[config.mk]
export PLATFORM = sky130hd
export DESIGN_NAME = demux_router
export DESIGN_NICKNAME = d
export VERILOG_FILES = /design/src/rtl/demux_pkg.sv /design/src/rtl/demux_slot.sv /design/src/rtl/demux_router.sv
export SDC_FILE = /design/constraint.sdc
export NUM_CORES = 1
export LEC_CHECK = 0
export ABC_AREA = 1
export CORE_MARGIN = 5
export CORE_UTILIZATION = 40
export CTS_CLUSTER_DIAMETER = 120
export DETAILED_ROUTE_END_ITERATION = 12
export GPL_TIMING_DRIVEN = 0
export PLACE_DENSITY = 0.76
export SYNTH_ARGS = -nofsm -noshare
export SYNTH_HDL_FRONTEND = slang
export SYNTH_SLANG_ARGS = --single-unit
[constraint.sdc]
create_clock -name clk -period 1.1 [get_ports clk]
set_input_delay 0.22 -clock clk [delete_from_list [all_inputs] [get_ports clk]]
set_output_delay 0.22 -clock clk [all_outputs]
set_load 0.02 [all_outputs]
[src/rtl/demux_pkg.sv]
// demux_pkg: shared defaults and elaboration-time parameter checks for demux_router
// Contents: default DATA_W/CHANNELS/SEL_W/CNT_W, clog2, select-width legality check.
package demux_pkg;

    localparam int DEF_DATA_W   = 4;
    localparam int DEF_CHANNELS = 4;
    localparam int DEF_SEL_W    = 2;
    localparam int DEF_CNT_W    = 8;

    function automatic int clog2(input int n);
        int r;
        r = 0;
        while ((1 << r) < n) r++;
        return r;
    endfunction

    // True when a select of sel_w bits can address every one of the channels.
    function automatic bit sel_w_ok(input int sel_w, input int channels);
        return sel_w >= clog2(channels);
    endfunction

endpackage

[src/rtl/demux_slot.sv]
// demux_slot: one-entry channel buffer with valid/ready drain and pass-through refill
// Ports:
//   clk, rst_n            clock, synchronous active-low reset
//   load, load_data       write request and payload from the router
//   out_ready             consumer ready for this channel
//   full                  entry held (drives out_valid for the channel)
//   free                  entry can accept a load this cycle (empty or draining)
//   data                  held payload; keeps its last value after a drain
module demux_slot import demux_pkg::*; #(
    parameter int DATA_W = DEF_DATA_W
) (
    input  logic              clk,
    input  logic              rst_n,
    input  logic              load,
    input  logic [DATA_W-1:0] load_data,
    input  logic              out_ready,
    output logic              full,
    output logic              free,
    output logic [DATA_W-1:0] data
);

    logic              full_q, full_d;
    logic [DATA_W-1:0] data_q, data_d;

    always_comb begin
        full_d = load || (full_q && !out_ready);
        data_d = load ? load_data : data_q;
    end

    always_ff @(posedge clk) begin
        if (!rst_n) begin
            full_q <= 1'b0;
            data_q <= '0;
        end else begin
            full_q <= full_d;
            data_q <= data_d;
        end
    end

    assign full = full_q;
    assign free = !full_q || out_ready;
    assign data = data_q;

endmodule

[src/rtl/demux_router.sv]
// demux_router: registered 1-to-N demultiplexer with valid/ready handshakes and drop counter
// Ports:
//   clk, rst_n            clock, synchronous active-low reset
//   in_valid/in_ready     producer handshake; in_ready is low while in reset
//   in_sel, in_data       destination channel and payload
//   in_bcast              broadcast to all channels (only with DEMUX_ROUTER_BCAST_EN defined)
//   out_valid/out_ready   per-channel consumer handshake
//   out_data              channel k at [k*DATA_W +: DATA_W]
//   drop_cnt              saturating count of out-of-range transactions
// Optional feature macro: DEMUX_ROUTER_BCAST_EN
module demux_router import demux_pkg::*; #(
    parameter int DATA_W   = DEF_DATA_W,
    parameter int CHANNELS = DEF_CHANNELS,
    parameter int SEL_W    = DEF_SEL_W,
    parameter int CNT_W    = DEF_CNT_W
) (
    input  logic                       clk,
    input  logic                       rst_n,
    input  logic                       in_valid,
    output logic                       in_ready,
    input  logic [SEL_W-1:0]           in_sel,
    input  logic [DATA_W-1:0]          in_data,
    input  logic                       in_bcast,
    output logic [CHANNELS-1:0]        out_valid,
    input  logic [CHANNELS-1:0]        out_ready,
    output logic [CHANNELS*DATA_W-1:0] out_data,
    output logic [CNT_W-1:0]           drop_cnt
);

    localparam int             NSEL = 1 << SEL_W;
    localparam logic [SEL_W:0] CH_L = (SEL_W + 1)'(CHANNELS);

    if (!sel_w_ok(SEL_W, CHANNELS) || CHANNELS < 2 || CHANNELS > 16) begin : g_bad_params
        $error("demux_router: CHANNELS must be 2..16 and 2**SEL_W >= CHANNELS");
    end

    logic [CHANNELS-1:0] free, load;
    logic [NSEL-1:0]     free_pad;
    logic                in_range, bcast, accept;
    logic [CNT_W-1:0]    drop_cnt_q, drop_cnt_d;

`ifdef DEMUX_ROUTER_BCAST_EN
    assign bcast = in_bcast;
`else
    logic unused_bcast;
    assign unused_bcast = in_bcast;
    assign bcast        = 1'b0;
`endif

    assign in_range = {1'b0, in_sel} < CH_L;
    // Zero-padded so any select value indexes safely; out-of-range lanes are never used.
    assign free_pad = NSEL'(free);

    always_comb begin
        in_ready   = !rst_n ? 1'b0 : bcast ? &free : in_range ? free_pad[in_sel] : 1'b1;
        accept     = in_valid && in_ready;
        drop_cnt_d = (accept && !bcast && !in_range && drop_cnt_q != '1) ? drop_cnt_q + 1'b1 : drop_cnt_q;
    end

    always_ff @(posedge clk) begin
        if (!rst_n) drop_cnt_q <= '0;
        else        drop_cnt_q <= drop_cnt_d;
    end

    assign drop_cnt = drop_cnt_q;

    for (genvar k = 0; k < CHANNELS; k++) begin : g_slot
        assign load[k] = accept && (bcast || (in_range && in_sel == SEL_W'(k)));
        demux_slot #(.DATA_W(DATA_W)) u_slot (
            .clk       (clk),
            .rst_n     (rst_n),
            .load      (load[k]),
            .load_data (in_data),
            .out_ready (out_ready[k]),
            .full      (out_valid[k]),
            .free      (free[k]),
            .data      (out_data[k*DATA_W +: DATA_W])
        );
    end

endmodule

==> results list <==
- X dimension of the die: around 65 um
* Total global routing track utilization: 0.141
- Wire per inst: 11.5 um
- Critical path endpoint category: output port
- TritonCTS built the clock tree.
* Antenna violation net count after detailed routing: 0
- For this run, asynchronously set or reset flops after synthesis account for 0.
- Largest delay contributor family on the critical path: buffers and inverters
- STA puts the critical path data required time at between 0.8 and 0.9 ns.
* Final critical delay including setup and external delays: approximately 1.5 ns
- The number of global-route vias before repair is 1100.
- After routing the design area is 1730 um2.
- Number of placement rows: 19
- Average via count per standard cell: roughly 4.5
- At the pin with the least slew margin, the transition time is between 0.7 and 0.8 ns.
- At the worst endpoint, the arrival time is roughly 1.3 ns.
- The final reports fail on setup timing.
- Most common cell in the netlist: inv_1
- For this run, the number of Yosys warnings is 0.
* Number of register bits inferred by synthesis: 20
* Buffers added on ports: 31
* # Max-Cap Violations: 0
- RSZ-0062 raised after global routing: yes
* Gate power share: 0.267
* Sequential cell fraction of total power: 0.508
- Entering global routing, the biggest net connects 11 pins.
- Reported net switching power: roughly 0.46 mW
- Yosys mapped the design onto 18 distinct sky130hd cell types.
- The most critical setup path has its startpoint at out_ready[3].
* Fin. max-slew vios: 0
- In this run the deepest clock path goes through 2 buffers.
- In this run the standard cell core region covers 2810 um2.
* Top flip-flop cell by instance count after synthesis: dfxtp_1
* Worst R2R Path Depth: 9
- Number of DRC violations after detailed-routing iteration 0: 33
- Vias after detailed routing: around 1200
- Of the total power, the share spent switching nets is 0.305.
- For this configuration, the core starts out at a cell density of 0.424.
- In this run the cell area measured after placement is roughly 1600 um2.
- Summing every instance area after synthesis gives 1190 um2.
- Leading area contributor after synthesis: dfxtp_1
- Worst min-delay path endpoint: g_slot[0].u_slot.data[3]
* Power density normalized to cell area: just under 900 nW/um2
* Hold/Removal Path Class: input pin to flop
- Overall routed net length: around 3000 um
* Final clock period utilization by the worst path: 1.35
* Global route total overflow: 0
* Detailed Place HPWL: roughly 2000 um
- Of the total power, the clock network draws 0.224.
* Number of detailed-route iterations in the first pass: 4
* Leakage: about 0.9 nW
* Minimum setup slack among reg-to-reg paths: -0.31 ns
- The die is between 60 and 70 um tall.
- In this run the critical register-to-register path is captured at g_slot[0].u_slot.full.
- Syn Area/Cell: about 6.6 um2
- In the final layout, the multi-input gates occupy about 610 um2.
- The flow ran to the end, but the final reports show violations.
* Weighted congestion reported at the end of routability-driven placement: about 0.87
* Total die area: roughly 4200 um2
- Worst relative slew slack: 0.526
- For this design, the slowest cell found on the critical path is clkdlybuf4s50_1.
* Layout cell share with drive strength beyond 1: 0.416
- Number of instances in the synthesized netlist: ~180
- Largest driver fanout on the critical path: 3
- The design draws 1.50 mW.
- Layout overhead on the synthesized area: 45.5%
- The count of final hold-check violations came to 0.
- The worst setup path is launched from an input pin.
- The clock arrives with 0.000891 ns of skew.
* Internal Pwr Total: ~1.0 mW
- Setup slack on the critical path of the routed design comes to -0.390 ns.
- The worst setup path is of the input pin to output port kind.
- In this run the most critical hold path is launched from rst_n.
- Area fraction of the dominant cell type after synthesis: 0.337
* Startpoint of the most critical register-to-register path: g_slot[2].u_slot.full
- TritonCTS Buffers: 3
- Derived from the worst setup path, the maximum achievable clock frequency is roughly 670 MHz.
- In the post-synthesis netlist, the biggest area contributors are dfxtp_1, inv_1, nand2_1.
- The repair_antennas step left the layout with diodes totalling 0.
- Clock-pin slew of the registers on the worst-case setup and hold paths: 0.10 ns
* Commonest cells in the netlist: inv_1, nand2_1, dfxtp_1
- During I/O placement, the number of pins put on the boundary was 43.
- Counting every sink on the clock net gives 20.
- After detailed routing, the number of remaining DRC violations is 0.
- Root cell of the clock tree: clkbuf_4
- Total area of sequential cells: ~410 um2
- Nets@finish: between 200 and 250
- Post-synthesis sequential area ratio: 0.337
* Ordered cell list for the critical path: clkdlybuf4s50_1, inv_1, nand3_1, nand2_2, nor2_4, buf_6, buf_6
- Number of levels in the clock H-tree: 1
* Buffering stage count on the worst path with inverters included: 4
- Most frequent cell on the critical path: buf_6
- Hold-critical path depth: 3
* Number of setup violations in the final report: 22
* Latest clock arrival within the worst-skew pair: about 0.29 ns
- Fill cells in the final layout number between 200 and 300.
* Worst supply voltage drop on vdd: 0.782 mV
- The largest single stage delay on the critical path is between 0.4 and 0.5 ns.
- The synthesized design contains 0 enable-type register cells.
- Antenna violations before repair: 0
* Global-route wire length before repair: 4770 um
cell families (layout without fill, tap and decap cells):
logic type             count (synthesis)  after routing  synth area share
AOI/OAI and AO/OA                      4              4            0.0168
buffers and inverters                 64            109             0.261
DFF                                   20             20             0.337
other                                  1              8           0.00315
and+or+nand+nor                       90             90             0.382
cell type report:
type / instances / share of cell area
inverter: 47 / 0.102
sequential: 20 / 0.234
clock buffer: 3 / 0.0130
buffer: 15 / 0.0709
tap: 31 / 0.0224
timing repair buffer: 44 / 0.202
multi-input combinational: 102 / 0.355
layout by cell type, fill, tap and decap left out, types with 2 or more instances in the layout:
| cell | Yosys | final |
|---|---|---|
| buf_6 | 1 | 11 |
| nor2_4 | 2 | 7 |
| buf_2 | 0 | 16 |
| nand4_4 | 0 | 4 |
| nor2_1 | 19 | 16 |
| dlygate4sd2_1 | 0 | 2 |
| dfxtp_2 | 0 | 4 |
| nand3_2 | 1 | 2 |
| clkdlybuf4s15_2 | 0 | 2 |
| dfxtp_1 | 20 | 16 |
| nand2_1 | 39 | 32 |
| clkbuf_4 | 0 | 3 |
| inv_1 | 43 | 37 |
| a21oi_2 | 0 | 4 |
| inv_2 | 4 | 10 |
| conb_1 | 1 | 8 |
| buf_4 | 14 | 20 |
| nand4_1 | 16 | 16 |
| clkdlybuf4s50_1 | 0 | 6 |
| nand2_2 | 2 | 8 |
| nor2_2 | 5 | 3 |
worst register-to-register path, cell delays in order, from the launching register on:
cell     delay (ns)
dfxtp_2        0.33
inv_1          0.06
nor2_2         0.04
nand2_2        0.07
buf_4          0.11
inv_2          0.04
nor2_4         0.24
nand4_4        0.19
buf_6          0.19
a21oi_2        0.10
worst max path at each step:
stage / slack (ns) / end / depth (start not counted)
floorplan: -0.04 / g_slot[0].u_slot.data[2] / 9
global placement: -1.20 / in_ready / 8
detailed placement: -1.22 / in_ready / 7
CTS: -0.37 / in_ready / 7
global route: -0.42 / in_ready / 7
finish: -0.39 / in_ready / 7
sequential cells by signal (all words and copies together), names as in the netlist:
register            flops
g_slot.u_slot.data     16
g_slot.u_slot.full      4
metal layers:
layer	track usage	vias to the layer above	routed length (um)
met2	0.255	35	1590
met5	0	-	0
met3	0.0449	4	181
met4	0.0290	0	20
met1	0.162	523	1230
li1	-	622	-
repair_timing:
| action | 4_1_cts | 5_1_grt |
|---|---|---|
| buffers inserted | 7 | 8 |
| hold buffers | 0 | 0 |
| resized for setup | 124 | 20 |
| endpoints found under the hold margin | 0 | 0 |
| pin swaps | 15 | 19 |
| setup endpoints to repair | 41 | 25 |
metrics by stage:
stage          setup TNS, ns  setup slack, ns   util  instances  hold slack (ns)
4_1_cts                -6.26           -0.369  0.586        257            0.195
3_5_place_dp          -15.66            -1.22  0.558        248            0.491
5_1_grt                -7.05           -0.425  0.616        262            0.205
2_1_floorplan         -0.251          -0.0402      -        186            0.383
6_report               -5.38           -0.390  0.616        262            0.216
3_3_place_gp          -14.92            -1.20  0.558        248            0.472
power by group through the flow:
stage | logic, mW | clock network (mW) | registers [mW]
6_report | 0.400 | 0.336 | 0.761
3_5_place_dp | 0.352 | 0 | 0.778
2_1_floorplan | 0.206 | 0 | 0.803
4_1_cts | 0.366 | 0.352 | 0.761
5_1_grt | 0.434 | 0.380 | 0.766
3_3_place_gp | 0.349 | 0 | 0.777
Note: power is estimated with default switching activity, not from simulation.
